`src/rtl/delay_capture.sv`:
```
// Measures clk cycles from a trigger rising edge to the falling edge of an
// active-low delayed output, returning one saturating count per trigger over valid/ready.
`timescale 1ns/1ps

module delay_capture #(
  parameter int COUNT_WIDTH = 16
) (
  input  logic                   clk,
  input  logic                   rst_n,
  input  logic                   enable,
  input  logic                   trigger_in,
  input  logic                   delay_out_n,
  output logic [COUNT_WIDTH-1:0] meas_count,
  output logic                   meas_overflow,
  output logic                   meas_valid,
  input  logic                   meas_ready,
  output logic                   busy,
  output logic                   abort,
  output logic                   missed
);

  typedef enum logic [1:0] {
    ST_IDLE  = 2'd0,
    ST_COUNT = 2'd1,
    ST_HOLD  = 2'd2
  } state_t;

  localparam logic [COUNT_WIDTH-1:0] CNT_MAX = '1;
  localparam logic [COUNT_WIDTH-1:0] CNT_ONE = COUNT_WIDTH'(1);

  state_t                   state_q, state_d;
  logic [COUNT_WIDTH-1:0]   cnt_q, cnt_d;
  logic [COUNT_WIDTH-1:0]   meas_count_q, meas_count_d;
  logic                     meas_overflow_q, meas_overflow_d;
  logic                     meas_valid_q, meas_valid_d;
  logic                     abort_q, abort_d;
  logic                     missed_q, missed_d;
  logic                     trig_q, dout_q;
  logic                     rise, fall;

  // Saturating increment; the COUNT branch stops at CNT_MAX before this matters.
  function automatic logic [COUNT_WIDTH-1:0] sat_inc(input logic [COUNT_WIDTH-1:0] v);
    if (v == CNT_MAX) begin
      sat_inc = CNT_MAX;
    end else begin
      sat_inc = v + CNT_ONE;
    end
  endfunction

  always_comb begin
    rise = trigger_in & ~trig_q;
    fall = ~delay_out_n & dout_q;
  end

  always_comb begin
    state_d         = state_q;
    cnt_d           = cnt_q;
    meas_count_d    = meas_count_q;
    meas_overflow_d = meas_overflow_q;
    meas_valid_d    = meas_valid_q;
    abort_d         = 1'b0;
    missed_d        = 1'b0;

    case (state_q)
      ST_IDLE: begin
        // A fall coinciding with the starting rise belongs to an earlier event.
        if (rise && enable) begin
          state_d = ST_COUNT;
          cnt_d   = CNT_ONE;
        end
      end

      ST_COUNT: begin
        if (!enable || !trigger_in) begin
          state_d = ST_IDLE;
          abort_d = 1'b1;
          cnt_d   = '0;
        end else if (fall) begin
          state_d         = ST_HOLD;
          meas_count_d    = cnt_q;
          meas_overflow_d = 1'b0;
          meas_valid_d    = 1'b1;
        end else if (cnt_q == CNT_MAX) begin
          state_d         = ST_HOLD;
          meas_count_d    = CNT_MAX;
          meas_overflow_d = 1'b1;
          meas_valid_d    = 1'b1;
        end else begin
          cnt_d = sat_inc(cnt_q);
        end
      end

      ST_HOLD: begin
        // Edges arriving while a result is pending are dropped, even on the handshake cycle.
        if (rise) begin
          missed_d = 1'b1;
        end
        if (meas_valid_q && meas_ready) begin
          state_d      = ST_IDLE;
          meas_valid_d = 1'b0;
        end
      end

      default: begin
        state_d = ST_IDLE;
      end
    endcase
  end

  always_ff @(posedge clk or negedge rst_n) begin
    if (!rst_n) begin
      state_q         <= ST_IDLE;
      cnt_q           <= '0;
      meas_count_q    <= '0;
      meas_overflow_q <= 1'b0;
      meas_valid_q    <= 1'b0;
      abort_q         <= 1'b0;
      missed_q        <= 1'b0;
      trig_q          <= 1'b0;
      dout_q          <= 1'b1;
    end else begin
      state_q         <= state_d;
      cnt_q           <= cnt_d;
      meas_count_q    <= meas_count_d;
      meas_overflow_q <= meas_overflow_d;
      meas_valid_q    <= meas_valid_d;
      abort_q         <= abort_d;
      missed_q        <= missed_d;
      trig_q          <= trigger_in;
      dout_q          <= delay_out_n;
    end
  end

  assign meas_count    = meas_count_q;
  assign meas_overflow = meas_overflow_q;
  assign meas_valid    = meas_valid_q;
  assign busy          = (state_q == ST_COUNT);
  assign abort         = abort_q;
  assign missed        = missed_q;

endmodule

```
`config.mk`:
```
export PLATFORM = sky130hd
export DESIGN_NAME = delay_capture
export DESIGN_NICKNAME = d
export VERILOG_FILES = /design/src/rtl/delay_capture.sv
export SDC_FILE = /design/constraint.sdc
export NUM_CORES = 1
export LEC_CHECK = 0
export CAP_MARGIN = 20
export CORE_ASPECT_RATIO = 0.6
export CORE_MARGIN = 4
export CORE_UTILIZATION = 40
export DETAILED_ROUTE_END_ITERATION = 16
export PLACE_DENSITY_LB_ADDON = 0.25
export SYNTH_ARGS = -nofsm -noshare
export SYNTH_HDL_FRONTEND = slang
export SYNTH_SLANG_ARGS = --single-unit
```
`constraint.sdc`:
```
create_clock -name clk -period 5.5 [get_ports clk]
set_input_delay 1.1 -clock clk [delete_from_list [all_inputs] [get_ports clk]]
set_output_delay 1.1 -clock clk [all_outputs]
set_load 0.01 [all_outputs]
```
==> qor.txt <==
depth of the CTS H-tree - 2
aggregate global-route resource usage - 16.0%
result of the run - completed
number of buffers added on ports - 26
ranking of synthesized cells by area - sky130_fd_sc_hd__dfrtp_1, sky130_fd_sc_hd__o22a_1, sky130_fd_sc_hd__nand3_1, sky130_fd_sc_hd__nand2_1, sky130_fd_sc_hd__o31ai_1
Arr. time, crit path - 2.98 ns
worst IR drop on VDD - 0.111 mV
cell with the largest stage delay on the worst path - sky130_fd_sc_hd__clkdlybuf4s50_1
final critical-path setup slack - 2.75 ns
cell-internal power - 414 uW
sum of routed wire length over all layers - 4.30 mm
Adder-Cell Fraction of Synth Area - 0.650%
cell at the root of the clock tree - sky130_fd_sc_hd__clkbuf_8
Setup Viol. Count Final - 0
maximum clock path buffer count - 2
transition time of the tightest slew-check pin - 0.867 ns
number of clock sinks - 40
end of the worst register-to-register path - cnt_q[1]
met3 wire len - 162 microns
worst setup slack before clock tree synthesis - 2.44 ns
worst path required time - 5.73 ns
clock transition at the register clock pins on the worst setup and hold paths after CTS - 0.07 ns
area enclosed by the die boundary - 6020 sq um
WL met2 - 1.92 mm
final critical delay including setup and external delays - 2.75 ns
Congestion Overflow GR - 0
ordered list of cells on the worst path - clkdlybuf4s50_1 -> nand3_4 -> a21oi_1 -> buf_4 -> o21ai_0 -> nand2_1
initial cell density of the core - 41.7%
post-DR vias/cell - 5.81
simple logic cell fraction of the synthesized area - 21.0%
layout filler cell count - 408
sum of routed wire segments on met1 - 2.17 mm
termination of the worst setup path - cnt_q[1]
prevailing post-synth register cell - sky130_fd_sc_hd__dfrtp_1
main combinational cell family by area after synthesis - compound AO/OA/AOI/OAI gates
EDFF count, synth - 0
worst min-delay path class - reg -> reg
distinct cell type count after synthesis - 46
fraction of power spent switching nets - 21.0%
number of antenna violations at the first check in global routing - 0
Die Wd - 97.5 microns
mean instance size in the synthesized netlist - 11.3 sq um
Finished Cell Area - 2300 sq um
pin count of the biggest net entering global routing - 41
Cell Area, Synth - 1920 sq um
combinational power share - 3.0%
launching element type of the critical path - input port
number of cells produced by synthesis - 171
number of post-CTS setup repair buffers - 0
worst-case register-to-register setup slack - 3.08 ns
Setup TNS - 0 ns
Maximum Capacitance Violations - 0
antenna diode instance count - 0
height of the die - 61.7 microns
count of final max-slew check failures - 0
via count of the first global-routing pass - 1517
number of DRC markers in iteration 0 - 104
Worst Setup SP - trigger_in
power share of the clock group - 40.5%
compound-cell area share of the yosys netlist - 21.1%
top-area cell type share of the netlist area - 50.7%
leakage power - 0.967 nW
peak per-stage delay on the critical path - 0.59 ns
R2R cell count - 7
unrepaired setup endpoints after global routing - no
leading cell types by count after synthesis - sky130_fd_sc_hd__dfrtp_1, sky130_fd_sc_hd__o22a_1, sky130_fd_sc_hd__nand2_1
fmax - 0.363 GHz
Post-DP Area - 2200 sq um
number of rows in the core area - 19
beginning of the worst register-to-register path - cnt_q[0]
Final period util - 50.0%
critical path type - in -> reg
area of the placeable core - 4610 sq um
Reg power frac - 56.4%
routed len/inst - 16.6 microns
type of destination of the critical path - flop
layout overhead on the synthesized area - 19.4%
Ys Warns - 0
via total after detailed routing - 1505
XOR/XNOR share of the synthesized area - 0%
cell taking the most area after synthesis - sky130_fd_sc_hd__dfrtp_1
Boundary Pins - 27
buffers plus inverters on the worst setup path - 2
remaining design rule violation count - 0
Resized Gates After CTS - 0
most used standard cell by instance count after synthesis - sky130_fd_sc_hd__dfrtp_1
layout cell share with drive strength beyond 1 - 11.7%
clock skew after layout - 0.00854 ns
number of buffers created by CTS - 5
gpl congestion - 0.850
sequential-to-total area share from yosys stat - 52.1%
CP top delay family - buffers and inverters
Net count, final - 202
biggest fanout along the worst timing path - 13
portion of netlist area occupied by mux cells - 1.04%
total power divided by cell area - 228 nW/um^2
CTS tree - built
net count after synthesis - 178
top sig layer - met4
first-pass GRT wire length - 7.56 mm
Final ANT Viol Nets - 0
power dissipated by switching net loads - 110 uW
Levels on crit path - 6
half-perimeter wire length of the detailed placement result - 3.00 mm
Max transition margin - 42.2%
later-pin clock latency in the skew report - 0.29 ns
iteration count of the initial detailed-routing pass - 4
async set-or-reset flop fraction in the synthesized netlist - 100%
Yosys reg bits - 40
Post-CTS Hold Fix Bufs - 0
final hold vios - 0
-- how the worst min path moves through the flow --
| stage | depth (start not counted) | endpoint | slack [ns] | start |
|---|---|---|---|---|
| 4_1_cts | 1 | meas_overflow | 0.51 | meas_overflow |
| 6_report | 1 | meas_overflow | 0.50 | meas_overflow |
| 5_1_grt | 1 | meas_count[7] | 0.54 | meas_count[7] |
| 3_5_place_dp | 1 | meas_overflow | 0.49 | meas_overflow |
| 2_1_floorplan | 1 | missed | 0.46 | trig_q |
| 3_3_place_gp | 1 | meas_overflow | 0.49 | meas_overflow |
-- flip-flops by register name, indices dropped and copies added (netlist names) --
signal,flops
missed,1
state_q,2
dout_q,1
abort,1
meas_valid,1
meas_count,16
meas_overflow,1
trig_q,1
cnt_q,16
-- power by group through the flow --
stage / sequential [mW] / clock [mW] / combinational (mW)
after floorplan: 0.302 / 0 / 0.00422
after global placement: 0.302 / 0 / 0.0159
after detailed placement: 0.302 / 0 / 0.0165
after CTS: 0.296 / 0.217 / 0.0164
after global routing: 0.296 / 0.232 / 0.0185
final: 0.296 / 0.212 / 0.0160
-- cells in the final DEF, fill, tap and decap left out, types with 2 or more instances in the layout --
cell	netlist	final
sky130_fd_sc_hd__a21oi_1	6	6
sky130_fd_sc_hd__a41oi_1	4	4
sky130_fd_sc_hd__and2_1	2	2
sky130_fd_sc_hd__and3_1	3	3
sky130_fd_sc_hd__and4_1	3	3
sky130_fd_sc_hd__clkbuf_8	0	7
sky130_fd_sc_hd__clkdlybuf4s50_1	0	25
sky130_fd_sc_hd__dfrtp_1	39	39
sky130_fd_sc_hd__mux2i_1	2	2
sky130_fd_sc_hd__nand2_1	14	14
sky130_fd_sc_hd__nand2_2	4	4
sky130_fd_sc_hd__nand3_1	12	12
sky130_fd_sc_hd__nand4_1	4	4
sky130_fd_sc_hd__nor2_1	3	3
sky130_fd_sc_hd__o211ai_1	3	3
sky130_fd_sc_hd__o21ai_0	4	4
sky130_fd_sc_hd__o22a_1	17	17
sky130_fd_sc_hd__o311ai_0	4	4
sky130_fd_sc_hd__o31ai_1	7	7
sky130_fd_sc_hd__or3_1	2	2
sky130_fd_sc_hd__or4_1	4	4
-- routing by layer --
layer / up-vias / track usage, %
met5: - / 0
met3: 6 / 3.90
met1: 753 / 22.2
li1: 713 / -
met4: 0 / 6.31
met2: 33 / 24.9
-- per-stage QoR --
stage          instances  hold slack, ns  total power, mW  utilization [%]
6_report             259           0.501            0.524             49.8
4_1_cts              259           0.510            0.530             49.8
3_3_place_gp         251           0.486            0.318             47.7
5_1_grt              259           0.544            0.547             49.8
2_1_floorplan        171           0.456            0.306                -
3_5_place_dp         251           0.494            0.318             47.7
-- cell families after synthesis --
logic type               count (synthesis)
multiplexers                             2
AO/OA/AOI/OAI                           52
flip-flops                              40
adder cells (fa/ha/maj)                  1
buffers and inverters                   12
AND/OR/NAND/NOR                         64
-- cell type report --
type | instances | area, sq um | area share, %
clock buffers | 8 | 100 | 4.35
inverters | 2 | 12.5 | 0.544
well taps | 63 | 78.8 | 3.43
repair buffers | 27 | 263 | 11.4
multi-input cells | 119 | 842 | 36.6
flip-flops and latches | 40 | 1000 | 43.6
Power figures use the tool's default switching activity.
